===== src/rtl/ext_trig_pkg.sv =====
// Shared types and constants for the external-trigger coincidence block.
//   trig_mode_e  : coincidence mode as presented on the 2-bit mode input
//   run_state_e  : run-control FSM states
//   PHASE_W      : width of a bit-position (phase) index within one word
//   SAMPLES_PER_CLK : deserialized samples per clk40 per channel
//   popcount8    : number of set bits in an 8-bit vector
package ext_trig_pkg;

  localparam int unsigned PHASE_W         = 5;
  localparam int unsigned SAMPLES_PER_CLK = 32;

  typedef enum logic [1:0] {
    MODE_OR   = 2'd0,
    MODE_AND  = 2'd1,
    MODE_MAJ  = 2'd2,
    MODE_RSVD = 2'd3  // behaves as MODE_OR
  } trig_mode_e;

  typedef enum logic {
    StIdle = 1'b0,
    StRun  = 1'b1
  } run_state_e;

  function automatic logic [3:0] popcount8(input logic [7:0] v);
    logic [3:0] n;
    n = 4'd0;
    for (int i = 0; i < 8; i++) begin
      n = n + 4'(v[i]);
    end
    return n;
  endfunction

endpackage


===== src/rtl/ext_trig_coinc_if.sv =====
// Configuration, stimulus and status bundle of ext_trig_coinc.
//   master : drives samples/config/run-control, observes trigger outputs and counters
//   slave  : the coincidence block itself
interface ext_trig_coinc_if #(
  parameter int unsigned N_CH        = 4,
  parameter int unsigned DELAY_DEPTH = 32,
  parameter int unsigned CNT_W       = 32
);
  localparam int unsigned DLY_W = $clog2(DELAY_DEPTH);

  // Inputs to the block
  logic [N_CH*32-1:0] samples;      // channel c at [c*32 +: 32], bit 31 earliest
  logic [N_CH-1:0]    ch_enable;
  logic [1:0]         mode;
  logic [3:0]         majority;
  logic [DLY_W-1:0]   trig_delay;
  logic [15:0]        deadtime;
  logic [CNT_W-1:0]   max_triggers;
  logic               busy;
  logic               start_run;
  logic               stop_run;

  // Outputs from the block
  logic               running;
  logic               trig_out;
  logic [4:0]         trig_phase;
  logic [N_CH-1:0]    trig_mask;
  logic               trig_delayed;
  logic [CNT_W-1:0]   trig_count;
  logic [CNT_W-1:0]   veto_busy_count;
  logic [CNT_W-1:0]   veto_dead_count;

  modport master (
    output samples, ch_enable, mode, majority, trig_delay, deadtime, max_triggers,
           busy, start_run, stop_run,
    input  running, trig_out, trig_phase, trig_mask, trig_delayed, trig_count,
           veto_busy_count, veto_dead_count
  );

  modport slave (
    input  samples, ch_enable, mode, majority, trig_delay, deadtime, max_triggers,
           busy, start_run, stop_run,
    output running, trig_out, trig_phase, trig_mask, trig_delayed, trig_count,
           veto_busy_count, veto_dead_count
  );

endinterface


===== src/rtl/ext_trig_edge_finder.sv =====
// Rising-edge finder for one channel (purely combinational).
//   last_bit_i : bit 0 of this channel's previous word (the sample just before bit 31)
//   word_i     : current 32-bit word, bit 31 earliest in time
//   hit_o      : any 0->1 transition across {last_bit_i, word_i}
//   phase_o    : position of the earliest transition, 0 = bit 31
module ext_trig_edge_finder
  import ext_trig_pkg::*;
(
  input  logic                       last_bit_i,
  input  logic [SAMPLES_PER_CLK-1:0] word_i,
  output logic                       hit_o,
  output logic [PHASE_W-1:0]         phase_o
);

  logic [SAMPLES_PER_CLK-1:0] prev;
  logic [SAMPLES_PER_CLK-1:0] rise;

  // prev[i] is the sample immediately preceding word_i[i] in time
  assign prev = {last_bit_i, word_i[SAMPLES_PER_CLK-1:1]};
  assign rise = word_i & ~prev;
  assign hit_o = |rise;

  // Ascending scan: the last match is the highest bit, i.e. the earliest sample
  always_comb begin
    phase_o = '0;
    for (int i = 0; i < SAMPLES_PER_CLK; i++) begin
      if (rise[i]) begin
        phase_o = PHASE_W'(SAMPLES_PER_CLK - 1 - i);
      end
    end
  end

endmodule


===== src/rtl/ext_trig_coinc.sv =====
// External-trigger coincidence unit.
//   clk40   : sole clock
//   resetn  : asynchronous active-low reset
//   trig_if : slave side of ext_trig_coinc_if (samples, config, run control in;
//             trigger pulse/phase/mask, delayed trigger, run status and counters out)
// Pipeline: per-channel edge detect registered (stage 1), coincidence decision
// combinational on stage 1, accepted trigger registered -> 2 cycles samples to trig_out.
module ext_trig_coinc
  import ext_trig_pkg::*;
#(
  parameter int unsigned N_CH        = 4,
  parameter int unsigned DELAY_DEPTH = 32,
  parameter int unsigned CNT_W       = 32
) (
  input  logic             clk40,
  input  logic             resetn,
  ext_trig_coinc_if.slave  trig_if
);

  logic [SAMPLES_PER_CLK-1:0] word [N_CH];
  logic [N_CH-1:0]            hit_raw;
  logic [PHASE_W-1:0]         phase_raw [N_CH];

  logic [N_CH-1:0]            last_bit_q;
  logic [N_CH-1:0]            hit_q;
  logic [PHASE_W-1:0]         phase_q [N_CH];

  for (genvar c = 0; c < N_CH; c++) begin : g_ch
    assign word[c] = trig_if.samples[c*SAMPLES_PER_CLK +: SAMPLES_PER_CLK];

    ext_trig_edge_finder u_edge (
      .last_bit_i (last_bit_q[c]),
      .word_i     (word[c]),
      .hit_o      (hit_raw[c]),
      .phase_o    (phase_raw[c])
    );
  end

  // Stage 1: last-bit history (unmasked) and masked per-channel hit/phase
  always_ff @(posedge clk40 or negedge resetn) begin
    if (!resetn) begin
      last_bit_q <= '0;
      hit_q      <= '0;
      for (int c = 0; c < N_CH; c++) begin
        phase_q[c] <= '0;
      end
    end else begin
      for (int c = 0; c < N_CH; c++) begin
        last_bit_q[c] <= word[c][0];
        hit_q[c]      <= hit_raw[c] & trig_if.ch_enable[c];
        phase_q[c]    <= trig_if.ch_enable[c] ? phase_raw[c] : '0;
      end
    end
  end

  // Stage 2: coincidence decision and earliest phase
  logic               cand;
  logic               found;
  logic [PHASE_W-1:0] cand_phase;
  logic [3:0]         hit_cnt;
  logic [3:0]         maj_eff;

  always_comb begin
    cand_phase = '0;
    found      = 1'b0;
    // Strict compare keeps the lowest channel on equal phases
    for (int c = 0; c < N_CH; c++) begin
      if (hit_q[c] && (!found || (phase_q[c] < cand_phase))) begin
        cand_phase = phase_q[c];
        found      = 1'b1;
      end
    end
    hit_cnt = popcount8(8'(hit_q));
    maj_eff = (trig_if.majority == 4'd0) ? 4'd1 : trig_if.majority;
    cand    = 1'b0;
    case (trig_mode_e'(trig_if.mode))
      MODE_AND: cand = (hit_q == trig_if.ch_enable) && (trig_if.ch_enable != '0);
      MODE_MAJ: cand = (hit_cnt >= maj_eff);
      default:  cand = |hit_q;
    endcase
  end

  run_state_e       state_q;
  logic [15:0]      dead_q;
  logic [CNT_W-1:0] trig_count_q, veto_busy_q, veto_dead_q;
  logic [CNT_W-1:0] trig_count_d, veto_busy_d, veto_dead_d;
  logic             running, dead, accept, veto_busy, veto_dead;

  assign running   = (state_q == StRun);
  assign dead      = (dead_q != 16'd0);
  assign accept    = cand & running & ~trig_if.busy & ~dead;
  assign veto_busy = cand & running & trig_if.busy;
  assign veto_dead = cand & running & ~trig_if.busy & dead;

  // Saturating increments
  assign trig_count_d = (trig_count_q != '1) ? trig_count_q + CNT_W'(1) : trig_count_q;
  assign veto_busy_d  = (veto_busy_q  != '1) ? veto_busy_q  + CNT_W'(1) : veto_busy_q;
  assign veto_dead_d  = (veto_dead_q  != '1) ? veto_dead_q  + CNT_W'(1) : veto_dead_q;

  // Run-control FSM and run counters
  always_ff @(posedge clk40 or negedge resetn) begin
    if (!resetn) begin
      state_q      <= StIdle;
      trig_count_q <= '0;
      veto_busy_q  <= '0;
      veto_dead_q  <= '0;
    end else begin
      case (state_q)
        StIdle: begin
          // stop_run wins over a simultaneous start_run
          if (trig_if.start_run && !trig_if.stop_run) begin
            state_q      <= StRun;
            trig_count_q <= '0;
            veto_busy_q  <= '0;
            veto_dead_q  <= '0;
          end
        end
        StRun: begin
          if (accept)    trig_count_q <= trig_count_d;
          if (veto_busy) veto_busy_q  <= veto_busy_d;
          if (veto_dead) veto_dead_q  <= veto_dead_d;
          if (trig_if.stop_run) begin
            state_q <= StIdle;
          end else if (accept && (trig_if.max_triggers != '0) &&
                       (trig_count_d == trig_if.max_triggers)) begin
            state_q <= StIdle;
          end
        end
        default: state_q <= StIdle;
      endcase
    end
  end

  // Dead counter, registered trigger outputs and delay line.
  // dly_q[k] holds trig_out as it was k cycles ago.
  logic             trig_out_q;
  logic [4:0]       trig_phase_q;
  logic [N_CH-1:0]  trig_mask_q;
  logic [DELAY_DEPTH-1:1] dly_q;
  logic [DELAY_DEPTH-1:0] tap;

  always_ff @(posedge clk40 or negedge resetn) begin
    if (!resetn) begin
      dead_q       <= '0;
      trig_out_q   <= 1'b0;
      trig_phase_q <= '0;
      trig_mask_q  <= '0;
      dly_q        <= '0;
    end else begin
      // Keeps counting down regardless of run state
      if (accept) begin
        dead_q <= trig_if.deadtime;
      end else if (dead) begin
        dead_q <= dead_q - 16'd1;
      end
      trig_out_q <= accept;
      if (accept) begin
        trig_phase_q <= cand_phase;
        trig_mask_q  <= hit_q;
      end
      dly_q[1] <= trig_out_q;
      for (int k = 2; k < DELAY_DEPTH; k++) begin
        dly_q[k] <= dly_q[k-1];
      end
    end
  end

  assign tap = {dly_q, trig_out_q};

  assign trig_if.running         = running;
  assign trig_if.trig_out        = trig_out_q;
  assign trig_if.trig_phase      = trig_phase_q;
  assign trig_if.trig_mask       = trig_mask_q;
  assign trig_if.trig_delayed    = tap[trig_if.trig_delay];
  assign trig_if.trig_count      = trig_count_q;
  assign trig_if.veto_busy_count = veto_busy_q;
  assign trig_if.veto_dead_count = veto_dead_q;

endmodule


===== src/flat_wrapper.sv =====
// flat-port wrapper written by rule: the top's interface ports become plain ports
module ext_trig_coinc_flat import ext_trig_pkg::*;
#(
  parameter int unsigned N_CH        = 4,
  parameter int unsigned DELAY_DEPTH = 32,
  parameter int unsigned CNT_W       = 32
)
  (clk40, resetn, trig_if_samples, trig_if_ch_enable, trig_if_mode, trig_if_majority, trig_if_trig_delay, trig_if_deadtime, trig_if_max_triggers, trig_if_busy, trig_if_start_run, trig_if_stop_run, trig_if_running, trig_if_trig_out, trig_if_trig_phase, trig_if_trig_mask, trig_if_trig_delayed, trig_if_trig_count, trig_if_veto_busy_count, trig_if_veto_dead_count);
  ext_trig_coinc_if #(.N_CH(N_CH), .DELAY_DEPTH(DELAY_DEPTH), .CNT_W(CNT_W)) trig_if_i ();
  input  logic clk40;
  input  logic resetn;
  input wire logic [$bits(trig_if_i.samples)-1:0] trig_if_samples;
  input wire logic [$bits(trig_if_i.ch_enable)-1:0] trig_if_ch_enable;
  input wire logic [$bits(trig_if_i.mode)-1:0] trig_if_mode;
  input wire logic [$bits(trig_if_i.majority)-1:0] trig_if_majority;
  input wire logic [$bits(trig_if_i.trig_delay)-1:0] trig_if_trig_delay;
  input wire logic [$bits(trig_if_i.deadtime)-1:0] trig_if_deadtime;
  input wire logic [$bits(trig_if_i.max_triggers)-1:0] trig_if_max_triggers;
  input wire logic [$bits(trig_if_i.busy)-1:0] trig_if_busy;
  input wire logic [$bits(trig_if_i.start_run)-1:0] trig_if_start_run;
  input wire logic [$bits(trig_if_i.stop_run)-1:0] trig_if_stop_run;
  output wire logic [$bits(trig_if_i.running)-1:0] trig_if_running;
  output wire logic [$bits(trig_if_i.trig_out)-1:0] trig_if_trig_out;
  output wire logic [$bits(trig_if_i.trig_phase)-1:0] trig_if_trig_phase;
  output wire logic [$bits(trig_if_i.trig_mask)-1:0] trig_if_trig_mask;
  output wire logic [$bits(trig_if_i.trig_delayed)-1:0] trig_if_trig_delayed;
  output wire logic [$bits(trig_if_i.trig_count)-1:0] trig_if_trig_count;
  output wire logic [$bits(trig_if_i.veto_busy_count)-1:0] trig_if_veto_busy_count;
  output wire logic [$bits(trig_if_i.veto_dead_count)-1:0] trig_if_veto_dead_count;
  assign trig_if_i.samples = trig_if_samples;
  assign trig_if_i.ch_enable = trig_if_ch_enable;
  assign trig_if_i.mode = trig_if_mode;
  assign trig_if_i.majority = trig_if_majority;
  assign trig_if_i.trig_delay = trig_if_trig_delay;
  assign trig_if_i.deadtime = trig_if_deadtime;
  assign trig_if_i.max_triggers = trig_if_max_triggers;
  assign trig_if_i.busy = trig_if_busy;
  assign trig_if_i.start_run = trig_if_start_run;
  assign trig_if_i.stop_run = trig_if_stop_run;
  assign trig_if_running = trig_if_i.running;
  assign trig_if_trig_out = trig_if_i.trig_out;
  assign trig_if_trig_phase = trig_if_i.trig_phase;
  assign trig_if_trig_mask = trig_if_i.trig_mask;
  assign trig_if_trig_delayed = trig_if_i.trig_delayed;
  assign trig_if_trig_count = trig_if_i.trig_count;
  assign trig_if_veto_busy_count = trig_if_i.veto_busy_count;
  assign trig_if_veto_dead_count = trig_if_i.veto_dead_count;
  ext_trig_coinc #(.N_CH(N_CH), .DELAY_DEPTH(DELAY_DEPTH), .CNT_W(CNT_W)) u_core (.clk40(clk40), .resetn(resetn), .trig_if(trig_if_i));
endmodule

===== config.mk =====
export PLATFORM = sky130hd
export DESIGN_NAME = ext_trig_coinc_flat
export DESIGN_NICKNAME = d
export VERILOG_FILES = /design/src/rtl/ext_trig_pkg.sv /design/src/rtl/ext_trig_coinc_if.sv /design/src/rtl/ext_trig_edge_finder.sv /design/src/rtl/ext_trig_coinc.sv /design/src/flat_wrapper.sv
export SDC_FILE = /design/constraint.sdc
export NUM_CORES = 1
export LEC_CHECK = 0
export CORE_ASPECT_RATIO = 1.25
export CORE_MARGIN = 3
export CORE_UTILIZATION = 59
export DETAILED_ROUTE_END_ITERATION = 12
export DONT_BUFFER_PORTS = 1
export GPL_ROUTABILITY_DRIVEN = 1
export MAX_ROUTING_LAYER = met4
export PLACE_DENSITY_LB_ADDON = 0.2
export SYNTH_ARGS = -nofsm -noshare
export SYNTH_HDL_FRONTEND = slang
export SYNTH_SLANG_ARGS = --single-unit

===== constraint.sdc =====
create_clock -name clk40 -period 6.6 [get_ports clk40]
set_input_delay 1.32 -clock clk40 [delete_from_list [all_inputs] [get_ports clk40]]
set_output_delay 1.32 -clock clk40 [all_outputs]
set_load 0.01 [all_outputs]

Word-level counts from Yosys, hierarchy flattened
Cells that the tools add are included.
{ "totals": {"reg_bits": 182, "in_bits": 196} }
{ "op_classes": {"addsub": 7, "order_cmp": 5, "n_eq_ne": 13, "mux": 159, "n_bitwise": 20, "n_reduce_logical": 27} }
{ "ops": {"columns": ["operator", "count"], "rows": [
  ["2-to-1 mux 5 bit", 136],
  ["2-to-1 mux 32 bit", 7],
  ["one-hot mux 32 bit (2 select lines)", 3],
  ["bitwise AND 32 bit", 4],
  ["NOT 32 bit", 4],
  ["OR reduction 32 bit", 4],
  ["adder 32 x 1 -> 32 bit (second input constant)", 3],
  ["inequality test 32 bit (second input constant)", 3],
  ["equality test 32 bit", 1],
  ["2-to-1 mux 16 bit", 2],
  ["nonzero test 32 bit", 1],
  ["nonzero test 16 bit", 1],
  ["subtractor 16 x 1 -> 16 bit (second input constant)", 1],
  ["less-than comparator 5 bit", 3],
  ["inequality test 2 bit (second input constant)", 5],
  ["bitwise AND 1 bit", 9],
  ["adder 4 x 1 -> 4 bit", 2],
  ["logical AND 1 bit", 7],
  ["2-to-1 mux 1 bit", 7],
  ["less-than comparator 5 x 6 -> 1 bit (second input constant)", 1],
  ["AND reduction 3 bit", 2],
  ["binary-select mux 1 bit (select 5 bit)", 1],
  ["equality test 4 bit", 1],
  ["greater-or-equal comparator 4 bit", 1],
  ["other kinds (14)", 22]
]} }

Longest topological paths before layout
{ "depth": {"depth_word": 35, "depth_mapped": 24} }

Modules after synthesis
From an unflattened synthesis, not the netlist that was laid out.
{ "unflattened": {"hier_cells": 1561, "area_unflattened_um2": 13256.5} }
{ "by_module_without_submodules": {"columns": ["mod", "instances", "cells_per_inst", "area_each_um2"], "rows": [
  ["ext_trig_coinc", 1, 1145, 10714.0],
  ["ext_trig_edge_finder", 4, 104, 635.6]
]} }

Worst setup path after synthesis
OpenSTA, ideal clock, no wires.
{ "synth_timing": {"path_kind": "reg2reg", "startpoint": "register u_core.hit_q[0]", "endpoint": "register u_core.trig_phase_q[1] (netlist: u_core.trig_if.trig_phase[1])", "setup_ps": 77, "t_arrival_ps": 4762, "required_time_ps": 6523, "slack_ps": 1760, "stages_incl_launch_ff": 24, "path_buffers": 1, "synth_period_minus_slack_ps": 4840, "cell_sequence": "dfrtp_1 > clkbuf_1 > nand2_1 > ha_1 > a211oi_1 > o21ai_0 > a31oi_1 > a32oi_1 > ha_1 > a21o_1 > a21o_1 > a21oi_1 > nand2_1 > o21ai_0 > mux2_2 > ha_1 > a21oi_1 > o21ai_0 > nor3_1 > nand3b_1 > a21oi_1 > a211o_1 > or2_2 > a21oi_1"} }
{ "synth_via": {"elab_chain_len": 13, "elab_cells_between_ends": 30, "cone_classes": "3 x add/sub; 4 x order compare; 1 x eq/ne; 8 x mux; 3 x bitwise; 11 x reduce/logical"} }
{ "synth_lines": {"columns": ["element", "line", "source"], "rows": [
  ["start: declaration", "ext_trig_coinc.sv:25", "logic [N_CH-1:0] hit_q;"],
  ["start signal: indexed assignment", "ext_trig_coinc.sv:50", "hit_q[c] <= hit_raw[c] & trig_if.ch_enable[c];"],
  ["2-to-1 mux 5 bit / 2-to-1 mux 1 bit (equally long branches)", "ext_trig_coinc.sv:68", "if (hit_q[c] && (!found || (phase_q[c] < cand_phase))) begin"],
  ["less-than comparator 5 bit / logical NOT 1 bit (equally long branches)", "ext_trig_coinc.sv:68", null],
  ["logical OR 1 bit", "ext_trig_coinc.sv:68", null],
  ["logical AND 1 bit", "ext_trig_coinc.sv:68", null],
  ["2-to-1 mux 5 bit / 2-to-1 mux 1 bit (equally long branches)", "ext_trig_coinc.sv:68", null],
  ["less-than comparator 5 bit / logical NOT 1 bit (equally long branches)", "ext_trig_coinc.sv:68", null],
  ["logical OR 1 bit", "ext_trig_coinc.sv:68", null],
  ["logical AND 1 bit", "ext_trig_coinc.sv:68", null],
  ["2-to-1 mux 5 bit / 2-to-1 mux 1 bit (equally long branches)", "ext_trig_coinc.sv:68", null],
  ["less-than comparator 5 bit / logical NOT 1 bit (equally long branches)", "ext_trig_coinc.sv:68", null],
  ["logical OR 1 bit", "ext_trig_coinc.sv:68", null],
  ["logical AND 1 bit", "ext_trig_coinc.sv:68", null],
  ["2-to-1 mux 5 bit", "ext_trig_coinc.sv:68", null],
  ["end signal: assignment", "ext_trig_coinc.sv:158", "trig_phase_q <= cand_phase;"],
  ["end: declaration", "ext_trig_coinc.sv:137", "logic [4:0] trig_phase_q;"]
]} }
Parallel ways exist; a longest one is shown, timed or not.
A chain may end at the register's enable or synchronous reset.

Worst setup path after layout
{ "layout_timing": {"startpoint": "register u_core.hit_q[0]", "endpoint": "register u_core.trig_phase_q[4] (netlist: u_core.trig_if.trig_phase[4])"} }
Same word-level chain as after synthesis.

==> out/qor.txt <==
Compound-Gate Fraction of Synth Area: 0.206
adder-cell share of the synthesized area: 0.0270
outcome: complete, no violations
Placer Congestion: 0.941
DIE AREA: 0.0233 mm²
Root Buffer: clkbuf_16
Avg Cell Area, Syn: 8.33 µm²
TritonCTS Sinks: 182
final hold violation count: 0
RSZ-0062 raised after global routing: no
static leakage: 5.66 nW
Power Internal: 1.83 mW
HPWL Detailed: 25,900 µm
area grow syn2layout: 6.44%
Reg clk slew, reported paths: 0.07 ns
Bufs on Longest Clock Path: 2
max frequency: 184 MHz
Finished Cell Area: 0.0135 mm²
Vias: 11.4k
critical path capture point type: flip-flop
Switch Pwr: 695 µW
GRT Overall Usage: 0.299
Post-synth EDFFs: 0
fraction of layout cells with a size suffix above 1: 0.0606
Nets: 1,727
overall power: 2.52 mW
final core utilization: 0.644
Comb pwr share: 0.114
Yosys Warn Count: 0
xor/xnor share of the synthesized area: 0.0670
diode count: 0
synthesized area: 0.0127 mm²
Cells after Synth: 1,522
Data required, critical path: 6.96 ns
Chip Height: 170 µm
Routed Antenna Nets: 0
DRC: 0
wire per inst: 19.1 µm
area leader, netlist: dfrtp_1
asr flop ratio synth: 1.00
Sequential Power Share: 0.473
syn_nets: 1,744
IO Port Bufs: 0
largest cells by area after synthesis: dfrtp_1 36%, xnor2_1 5.7%, nor2_1 4.7%
Rel. slew slack: 0.240
Layout Cells excl Fill: 1,792
Top FF cell, synth: dfrtp_1
#FFs+latches synth: 182
Max FO, Critical Path: 15
Slew Viols, Final: 0
Placement Cell Area: 0.0129 mm²
mux contribution to synthesized area: 0.0311
sw frac: 0.275
CTS resizes: 0
initial antenna violation count: 0
Seq/Total Area, Yosys: 0.359
initial drt markers: 827
worst hold path class: flip-flop to flip-flop
Reg area: 0.00455 mm²
peak supply drop: 0.179 mV
total grt overflow: 0
final hold slack: 0.371 ns
pin count of the biggest net entering global routing: 183
Place WS: 1.26 ns
WL final: 34,300 µm
period utilisation layout: 0.822
Filler cells: 1,808
# Max-Cap Violations: 0
DRT Pass-1 Iters: 5
post-CTS setup buffer count: 0
vias per inst: 6.38
main combinational cell family by area after synthesis: simple AND/OR/NAND/NOR gates
Crit path arrival time: 5.78 ns
Final Skew: 0.0144 ns
Netlist cell types: 87
Yosys top cell area share: 0.359
critical path class: flip-flop to flip-flop
Least-Margin Pin Slew: 1.13 ns
Final setup viols: 0
clk_lat worst skew: 0.44 ns
Cell Pwr Density: 187 mW/mm²
die width: 137 µm
Placement Rows: 59
CP Launch Type: flip-flop
clock share of power: 0.413
Cells after DPL: 1,760
CTS Hold Bufs: 0
Final TNS setup: 0 ns
core area: 0.0210 mm²
first-pass GRT wire length: 55,000 µm
final worst slack: 1.18 ns
CTS H-Tree Depth: 4
vias in the first global route: 11.1k
multi-input logic area: 0.00758 mm²
Post-Synth Simple-Gate Area: 0.266
Starting Density: 0.605
crit path time final: 5.42 ns
CTS Buf Count: 17
CTS tree: built
# IOs: 304
[layout make-up]
class                           count  area share
Clock buffer                       17      0.0315
Clock inverter                     15      0.0140
Inverter                           99      0.0275
Multi-Input combinational cell   1200       0.561
Sequential cell                   182       0.337
Tap cell                          274      0.0254
Timing Repair Buffer                5     0.00278
[worst max-delay path, cell delays in order, from the launching register on]
cell and delay, ns:
dfrtp_1 0.61, nand2_1 0.10, ha_1 0.29, a211oi_1 0.18, o21ai_0 0.14, a31oi_1 0.39
a32oi_1 0.16, ha_1 0.35, a21o_1 0.16, a21o_1 0.17, a21oi_1 0.22, nand2_1 0.07
o21ai_0 0.47, mux2_2 0.42, ha_1 0.32, a21oi_1 0.07, o21ai_0 0.17, nor3_1 0.09
nand3b_1 0.09, a21oi_1 0.04, a211o_1 0.39, or2_2 0.32, a21oi_1 0.14
[Yosys cell counts (7+ instances only)]
cell and n:
nand3_1 48, nand4_1 27, mux2_2 7, a32oi_1 9, inv_1 99, nor2b_1 27, a31oi_1 14, or4_1 9
and2_1 7, nor2_1 160, mux4_2 10, a221o_1 8, mux2i_1 9, clkbuf_1 29, xor2_1 15, o21ai_0 117
nand2_1 141, nor4_1 27, dfrtp_1 182, nor3b_1 8, or2_2 12, and3_1 19, ha_1 25, o31ai_1 15
nor3_1 65, a21oi_1 99, and4_1 10, nand2b_1 49, a41o_1 7, or3_1 11, a21o_1 14, xnor2_1 82
a211oi_1 12, a41oi_1 12, a21boi_0 8
[cells by family (layout without fill, tap and decap cells)]
| kind of cell | count (synthesis) | count (layout) |
|---|---|---|
| compound gates | 400 | 400 |
| mux | 26 | 26 |
| buf+inv | 140 | 136 |
| simple gates | 650 | 650 |
| fa+ha+maj | 27 | 27 |
| xor+xnor | 97 | 97 |
| flops | 182 | 182 |
[final timing paths]
check	start	endpoint	slack, ns	cells past startpoint
max in group asynchronous	resetn	u_core.phase_q[18]	5.77	0
min	u_core.dly_q[6]	u_core.dly_q[7]	0.37	0
min in group asynchronous	resetn	u_core.trig_if.veto_dead_count[25]	0.56	0
min reg2reg	u_core.dly_q[6]	u_core.dly_q[7]	0.37	0
max	u_core.hit_q[0]	u_core.trig_if.trig_phase[4]	1.18	22
max reg2reg	u_core.hit_q[0]	u_core.trig_if.trig_phase[4]	1.18	22
[power by group through the flow]
stage	registers [mW]	clock network [mW]	logic, mW
after floorplan	1.20	0	0.236
after global placement	1.21	0	0.277
after detailed placement	1.22	0	0.283
after CTS	1.19	1.06	0.287
after global routing	1.20	1.11	0.328
final	1.19	1.04	0.287
[metal layers]
layer | track usage | wire, µm | up-vias
met5 | - | 0 | -
met4 | 0.107 | 1030 | 0
met3 | 0.0736 | 2410 | 69
met2 | 0.509 | 17500 | 360
met1 | 0.341 | 13300 | 5491
li1 | - | - | 5510
[cell usage in the layout (no fill, tap or decap), drive strengths merged, types with 10 or more instances in the layout]
cell,instances
a211oi,12
xnor2,82
a31oi,14
clkbuf,17
inv,105
or3,14
ha,25
mux4,10
and3,21
nor3,68
nor2b,28
nand3,49
nand2b,49
or2,12
o21ai,117
and4,12
a41oi,12
nor4,30
a21oi,99
nor2,161
dfrtp,182
o31ai,15
xor2,15
a21o,14
nand2,141
nand4,30
[state kept, by name (all words and copies together), names as in the netlist]
name,cells
u_core.trig_if.trig_mask,4
u_core.trig_if.veto_dead_count,32
u_core.phase_q,20
u_core.trig_if.veto_busy_count,32
u_core.dly_q,31
u_core.hit_q,4
u_core.trig_if.trig_phase,5
u_core.trig_if.trig_count,32
u_core.dead_q,16
u_core.trig_if.trig_out,1
u_core.last_bit_q,4
u_core.trig_if.running,1
Power figures use the tool's default switching activity.
